### config.mk
export PLATFORM = sky130hd
export DESIGN_NAME = tone_gen_flat
export DESIGN_NICKNAME = d
export VERILOG_FILES = /design/src/rtl/tone_gen_pkg.sv /design/src/rtl/tone_gen_if.sv /design/src/rtl/tone_channel.sv /design/src/rtl/tone_gen.sv /design/src/flat_wrapper.sv
export SDC_FILE = /design/constraint.sdc
export NUM_CORES = 1
export LEC_CHECK = 0
export ABC_AREA = 1
export BUFFER_PORTS_ARGS = -buffer_cell sky130_fd_sc_hd__buf_2
export CORE_UTILIZATION = 30
export CTS_CLUSTER_DIAMETER = 120
export DETAILED_ROUTE_END_ITERATION = 6
export GPL_TIMING_DRIVEN = 1
export SLEW_MARGIN = 20
export SYNTH_ARGS = -nofsm -noshare
export SYNTH_HDL_FRONTEND = slang
export SYNTH_SLANG_ARGS = --single-unit
### constraint.sdc
create_clock -name clk -period 2.6 [get_ports clk]
set_clock_uncertainty 0.2 [all_clocks]
set_input_delay 0.26 -clock clk [delete_from_list [all_inputs] [get_ports clk]]
set_output_delay 0.26 -clock clk [all_outputs]
set_load 0.05 [all_outputs]
### src/rtl/tone_gen_pkg.sv
// Shared constants and the volume-to-amplitude table for the two-channel tone generator.
package tone_gen_pkg;
  localparam int          DIV_W   = 22;
  localparam int          NUM_CH  = 2;
  localparam logic [2:0]  VOL_MAX = 3'd5;
  localparam logic [2:0]  VOL_RST = 3'd3;

  typedef logic signed [15:0] sample_t;

  function automatic logic [15:0] amp_of(input logic [2:0] vol);
    case (vol)
      3'd1:    amp_of = 16'h0800;
      3'd2:    amp_of = 16'h1000;
      3'd3:    amp_of = 16'h2000;
      3'd4:    amp_of = 16'h3000;
      3'd5:    amp_of = 16'h3FFF;
      default: amp_of = 16'h0000;
    endcase
  endfunction
endpackage

### src/rtl/tone_gen_if.sv
// Control/sample bundle between the tone generator and its controller / speaker path.
interface tone_gen_if;
  import tone_gen_pkg::*;
  logic [DIV_W-1:0] div_left;
  logic [DIV_W-1:0] div_right;
  logic             vol_up;
  logic             vol_dn;
  logic             mute;
  logic [15:0]      audio_left;
  logic [15:0]      audio_right;
  logic [2:0]       volume;

  modport master (output div_left, div_right, vol_up, vol_dn, mute,
                  input  audio_left, audio_right, volume);
  modport slave  (input  div_left, div_right, vol_up, vol_dn, mute,
                  output audio_left, audio_right, volume);
endinterface

### src/rtl/tone_channel.sv
// One square-wave channel; a new divider is adopted only at a period wrap or while silent.
module tone_channel
  import tone_gen_pkg::*;
(
  input  logic             clk,
  input  logic             rst,
  input  logic [DIV_W-1:0] div_in,
  input  logic [15:0]      amp,
  input  logic             force_zero,
  output logic [15:0]      sample
);
  logic [DIV_W-1:0] cnt, div_q;
  logic             active, wrap, high;

  assign active = div_q >= DIV_W'(2);
  assign wrap   = cnt == div_q - DIV_W'(1);
  // Floor half: on odd dividers the high phase is the shorter one.
  assign high   = cnt < (div_q >> 1);

  always_ff @(posedge clk) begin
    if (rst) begin
      cnt    <= '0;
      div_q  <= '0;
      sample <= '0;
    end else begin
      if (!active) begin
        cnt   <= '0;
        div_q <= div_in;
      end else if (wrap) begin
        cnt   <= '0;
        div_q <= div_in;
      end else begin
        cnt   <= cnt + DIV_W'(1);
      end
      if (!active || force_zero) sample <= '0;
      else if (high)             sample <= amp;
      else                       sample <= ~amp + 16'd1;
    end
  end
endmodule

### src/rtl/tone_gen.sv
// Two-channel tone generator top: shared saturating volume, amplitude lookup and mute.
module tone_gen
  import tone_gen_pkg::*;
(
  input  logic     clk,
  input  logic     rst,
  tone_gen_if.slave bus
);
  logic [2:0]                   vol;
  logic [15:0]                  amp;
  logic                         force_zero;
  logic [NUM_CH-1:0][DIV_W-1:0] div;
  logic [NUM_CH-1:0][15:0]      sample;

  always_ff @(posedge clk) begin
    if (rst)                                             vol <= VOL_RST;
    else if (bus.vol_up && !bus.vol_dn && vol < VOL_MAX) vol <= vol + 3'd1;
    else if (bus.vol_dn && !bus.vol_up && vol != 3'd0)   vol <= vol - 3'd1;
  end

  assign amp        = amp_of(vol);
  assign force_zero = bus.mute || (vol == 3'd0);
  assign div[0]     = bus.div_left;
  assign div[1]     = bus.div_right;

  for (genvar c = 0; c < NUM_CH; c++) begin : g_ch
    tone_channel u_ch (
      .clk        (clk),
      .rst        (rst),
      .div_in     (div[c]),
      .amp        (amp),
      .force_zero (force_zero),
      .sample     (sample[c])
    );
  end

  assign bus.audio_left  = sample[0];
  assign bus.audio_right = sample[1];
  assign bus.volume      = vol;
endmodule

### src/flat_wrapper.sv
// flat-port wrapper written by rule: the top's interface ports become plain ports
module tone_gen_flat import tone_gen_pkg::*;
  (clk, rst, bus_div_left, bus_div_right, bus_vol_up, bus_vol_dn, bus_mute, bus_audio_left, bus_audio_right, bus_volume);
  tone_gen_if bus_i ();
  input  logic clk;
  input  logic rst;
  input wire logic [$bits(bus_i.div_left)-1:0] bus_div_left;
  input wire logic [$bits(bus_i.div_right)-1:0] bus_div_right;
  input wire logic [$bits(bus_i.vol_up)-1:0] bus_vol_up;
  input wire logic [$bits(bus_i.vol_dn)-1:0] bus_vol_dn;
  input wire logic [$bits(bus_i.mute)-1:0] bus_mute;
  output wire logic [$bits(bus_i.audio_left)-1:0] bus_audio_left;
  output wire logic [$bits(bus_i.audio_right)-1:0] bus_audio_right;
  output wire logic [$bits(bus_i.volume)-1:0] bus_volume;
  assign bus_i.div_left = bus_div_left;
  assign bus_i.div_right = bus_div_right;
  assign bus_i.vol_up = bus_vol_up;
  assign bus_i.vol_dn = bus_vol_dn;
  assign bus_i.mute = bus_mute;
  assign bus_audio_left = bus_i.audio_left;
  assign bus_audio_right = bus_i.audio_right;
  assign bus_volume = bus_i.volume;
  tone_gen u_core (.clk(clk), .rst(rst), .bus(bus_i));
endmodule
# Word-level counts from Yosys, hierarchy flattened
# Cells that the tools add are included.
[word_totals]
regBits = 123
[classes]
muxes = 9
reduce_logical = 18
n_lt_le_gt_ge = 5
n_eq_ne = 9
addsub = 7
n_bitwise = 3
[op_table]
columns = ["op", "count"]
rows = [
  ["22-bit 2-to-1 mux", 4],
  ["14-bit one-hot mux with 5 select lines", 1],
  ["22-bit by 1-bit adder with 22-bit output (second input constant)", 2],
  ["22-bit == test", 2],
  ["22-bit by 2-bit greater-or-equal comparator with 1-bit output (second input constant)", 2],
  ["22-bit by 21-bit < comparator with 1-bit output", 2],
  ["22-bit by 1-bit subtractor with 22-bit output (second input constant)", 2],
  ["16-bit 2-to-1 mux", 2],
  ["16-bit by 1-bit adder with 16-bit output (second input constant)", 1],
  ["16-bit inverter", 1],
  ["3-bit by 2-bit == test with 1-bit output (second input constant)", 2],
  ["3-bit == test (second input constant)", 2],
  ["3-bit 2-to-1 mux", 2],
  ["3-bit OR reduction", 2],
  ["1-bit logical AND", 4],
  ["1-bit logical NOT", 4],
  ["2-bit by 1-bit inequality test with 1-bit output (second input constant)", 2],
  ["2-bit OR reduction", 2],
  ["3-bit by 1-bit adder with 3-bit output (second input constant)", 1],
  ["3-bit by 1-bit == test with 1-bit output (second input constant)", 1],
  ["3-bit logical NOT", 1],
  ["1-bit logical OR", 3],
  ["3-bit < comparator (second input constant)", 1],
  ["3-bit nonzero test", 1],
  ["3 further kinds", 4],
]

# Logic depth before layout (Yosys ltp)
[logic_depth]
depth_word = 5
ltp_mapped = 17
mapped_depth_nobuf = 16

# Cells and area by module
# From an unflattened synthesis, not the netlist that was laid out.
[unflattened]
hier_cells = 1311
hier_area_um2 = 8668.3
[modules_own_cells]
columns = ["mod", "n_inst", "area_each_um2", "seq_area_each_um2", "cells_per_inst"]
rows = [
  ["tone_channel (u_core.g_ch[0].u_ch)", 1, 4187.8, 1201.2, 626],
  ["tone_channel (u_core.g_ch[1].u_ch)", 1, 4145.2, 1201.2, 632],
  ["tone_gen", 1, 335.3, 60.1, 53],
]

# Least setup slack after synthesis
# OpenSTA, ideal clock, no wires.
[synth_timing]
path_type = "register to register"
start = "reg u_core.g_ch[0].u_ch.div_q[0]"
end = "reg u_core.g_ch[0].u_ch.div_q[10]"
t_arrival_ps = 1936
slack_ps = 349
setup_time_ps = 115
required_time_ps = 2285
path_stages_with_launch = 14
path_cell_list = "dfxtp_1 -> inv_1 -> ha_1 -> nand2_2 -> nor2_4 -> nand2_2 -> nor2_2 -> xor2_1 -> inv_1 -> a21oi_2 -> nand3_4 -> buf_2 -> a21oi_1 -> nor2_1"
[synth_via]
elab_chain_cells = 3
word_cells_on_any_way = 5
classes_between = "add/sub: 1; order compare: 1; eq/ne: 2; mux: 1"
[synth_rtl]
columns = ["item", "line", "text"]
rows = [
  ["start: declaration", "tone_channel.sv:12", "logic [DIV_W-1:0] cnt, div_q;"],
  ["start signal: assignment", "tone_channel.sv:28", "div_q <= div_in;"],
  ["start signal: assignment", "tone_channel.sv:31", "div_q <= div_in;"],
  ["22-bit by 1-bit subtractor with 22-bit output", "tone_channel.sv:16", "assign wrap = cnt == div_q - DIV_W'(1);"],
  ["22-bit == test", "tone_channel.sv:16", ""],
  ["2-bit by 1-bit inequality test with 1-bit output (no source line)", "-", ""],
]
# Parallel ways exist; a longest one is shown, timed or not.
# A chain may end at the register's enable or synchronous reset.

# Worst setup path in the final report
[layout_timing]
start = "reg u_core.g_ch[1].u_ch.div_q[0]"
end = "reg u_core.g_ch[1].u_ch.div_q[14]"
[layout_via]
elab_chain_cells = 3
word_cells_on_any_way = 5
classes_between = "add/sub: 1; order compare: 1; eq/ne: 2; mux: 1"
[layout_rtl]
columns = ["item", "line"]
rows = [
  ["start: declaration", "tone_channel.sv:12"],
  ["start signal: assignment", "tone_channel.sv:28"],
  ["start signal: assignment", "tone_channel.sv:31"],
  ["22-bit by 1-bit subtractor with 22-bit output", "tone_channel.sv:16"],
  ["22-bit == test", "tone_channel.sv:16"],
  ["2-bit by 1-bit inequality test with 1-bit output (no source line)", "-"],
]
# Parallel ways exist; a longest one is shown, timed or not.

==> flow_summary.ini <==
[clocking]
cts-root-buf = clkbuf_16
cts_tree = yes
h-tree-depth = 3
clkTransAtPathRegs_ns = 0.07
clock-sinks = 105
clockBufferDepth = 2
clk_latency_ns = 0.36
cts_buffers = 9

[power_and_ir_drop]
power.internal_uw = 3910
seqPwrFrac = 0.283
power_per_cell_area_mw_per_mm2 = 812
p_clk_frac = 0.175
p_leak_uw = 0.00440
ir_worst_vdd_mv = 0.323
swShare = 0.464
power.switching_uw = 3390
total_power_uw = 7310
pwr-share-comb = 0.542

[floorplan]
die-area_sq_mm = 0.0255
die_h_um = 160
die_x_um = 160
initial_core_util = 0.306
rows = 57
ioPinCount = 84
core_sq_mm = 0.0243

[final_layout]
area_delta_synth_final_pct = 20.8
drive_above_1_share = 0.143
layout_commonest_cell = nand2_1
layout_common_cells = nand2_1, nor2_1, inv_1
nets = 1341
fin_util = 0.370
fillCellCount = 2577
antennaDiodeCount = 0

[routing]
drt-initial-drc-count = 430
m1WireLength_um = 9530
wl_met2_um = 9670
drc = 0
dr_wl_met3_um = 576
wl_per_cell_um = 12.9
num_vias = 7202
postRouteAntennaNets = 0
highest-signal-layer = met4
dr.pass1.iters = 7
wirelength_um = 20200
vias_per_cell = 4.60

[global_routing]
grt_overflow = 0
grt_pass1_wl_um = 33100
grt_usage = 0.159
grt_max_degree = 37
antenna_found_initial = 0
grt_pass1_vias = 6883

[timing]
max_slew_margin = 0.651
final-setup-viol-count = 0
max_freq_mhz = 410
slew_viol_final = 0
rsz0062_at_grt = false
hold_violations = 0
whs_ns = 0.0592
fin_crit_sh = 0.937
layout_min_cycle_time_ns = 2.44
tightest_slew_ns = 0.524
setup_tns_ns = 0

[synth]
synth_cell_type_count = 45
yosys_most_used_dff = dfxtp_1
synth_warnings = 0
async_reset_ff_frac = 0
ys_ff_latch = 105
netlist_area_sq_mm = 0.00745
synth_edf_count = 0
syn_area_per_cell_sq_um = 6.66
synth_nets = 1221
syn_inst = 1118
ys_seq_area_frac = 0.282

[setup_path]
crit_type = reg2reg
cp_max_fo = 21
end_kind = flip-flop
arrival_ns = 2.49
worstSetupStartpointType = flip-flop
required_ns = 2.65

[status]
status = completed

[run]
maxCapViolCount = 0

[placed_design]
place.port_buffers = 83
dpl.hpwl_um = 15500
gp_congestion = 0.858

[worst_hold_path]
min_path_type = in2reg
## power by group through the flow
stage / clock network, uW / logic, uW / registers [uW]
final: 1280 / 3960 / 2070
after global placement: 0 / 3740 / 2090
after detailed placement: 0 / 3770 / 2090
after floorplan: 0 / 2820 / 2150
after global routing: 1390 / 4490 / 2090
after CTS: 1330 / 3840 / 2050
## synth_stat cells, drive strengths merged (2+ instances only)
cell type  instances  area (sq um)
dfxtp            105          2100
nor2             199           835
o21bai             3          22.5
o2111ai            3          32.5
nand3b             8          60.1
xnor2             17           149
xor2              50           438
nor4               4          25.0
nor3              15          85.1
clkbuf             8          30.0
o21ai             17          85.1
nand3            118           631
o211ai             2          15.0
nand4             16           100
nand2            253           957
inv              123           462
buf               35           259
a21oi             72           372
ha                54           676
or3                2          12.5
or2                4          25.0
## logic make-up (layout without fill, tap and decap cells)
| family | count (synthesis) | after routing | share of synthesized area |
|---|---|---|---|
| AOI/OAI and AO/OA | 105 | 105 | 0.0791 |
| xor gates and xnor gates | 67 | 67 | 0.0788 |
| adders and majority gates | 54 | 54 | 0.0907 |
| buffers and inverters | 166 | 290 | 0.101 |
| DFF | 105 | 105 | 0.282 |
| and+or+nand+nor | 621 | 622 | 0.368 |
## state kept, by name (all words and copies together), names as in the netlist
name and flops:
u_core.bus.volume 3, u_core.g_ch.u_ch.div_q 44, u_core.g_ch.u_ch.cnt 44, u_core.g_ch.u_ch.sample 14
## cell type report
class / instances / area (sq um) / area share
Timing Repair Buffer: 151 / 1090 / 0.121
Sequential cell: 105 / 2110 / 0.234
Clock buffer: 12 / 236 / 0.0263
Tap cell: 324 / 405 / 0.0450
Inverter: 123 / 462 / 0.0513
Clock inverter: 4 / 28.8 / 0.00320
Multi-Input combinational cell: 848 / 4670 / 0.519
## timing repair
action                                  4_1_cts  5_1_grt
gates resized for setup                       0       22
endpoints found under the setup margin        0       71
hold buffers                                 45        0
buffers inserted                              0        3
endpoints found under the hold margin        45        0
## worst paths after layout
kind	start	end	slack, ns	cells past startpoint
max reg2reg	u_core.g_ch[1].u_ch.div_q[0]$_SDFFE_PP0P_	u_core.g_ch[1].u_ch.div_q[14]$_SDFFE_PP0P_	0.16	14
min reg2reg	u_core.g_ch[1].u_ch.cnt[0]$_SDFF_PP0_	u_core.g_ch[1].u_ch.cnt[0]$_SDFF_PP0_	0.26	1
min	bus_mute	u_core.g_ch[1].u_ch.sample[0]$_SDFF_PP0_	0.06	4
max	u_core.g_ch[1].u_ch.div_q[0]$_SDFFE_PP0P_	u_core.g_ch[1].u_ch.div_q[14]$_SDFFE_PP0P_	0.16	14
## stage by stage
| step | area (sq um) | setup WS [ns] | instances |
|---|---|---|---|
| 6_report | 9000 | 0.163 | 1567 |
| 5_1_grt | 9000 | 0.000752 | 1567 |
| 4_1_cts | 8870 | 0.0528 | 1562 |
| 3_5_place_dp | 8160 | 0.0662 | 1501 |
| 3_3_place_gp | 8160 | 0.125 | 1501 |
| 2_1_floorplan | 7450 | 0.349 | 1118 |
## metal layers
| layer | global-route usage | vias up |
|---|---|---|
| li1 | - | 3809 |
| met1 | 0.198 | 3248 |
| met2 | 0.276 | 114 |
| met3 | 0.0294 | 31 |
| met4 | 0.0516 | 0 |
| met5 | 0 | - |
## worst max-delay path: stages, from the launching register on
cell and delay, ns:
dfxtp_1 0.35, inv_2 0.10, ha_2 0.22, nand3_2 0.14, nor2_2 0.23, nand2_1 0.09
xor2_1 0.14, inv_1 0.05, nor2_1 0.09, nand2_1 0.09, nor2_4 0.10, nand3_4 0.09
buf_6 0.18, a21oi_1 0.18, nor2_1 0.07
No activity file was read; power rests on OpenSTA's default activity.
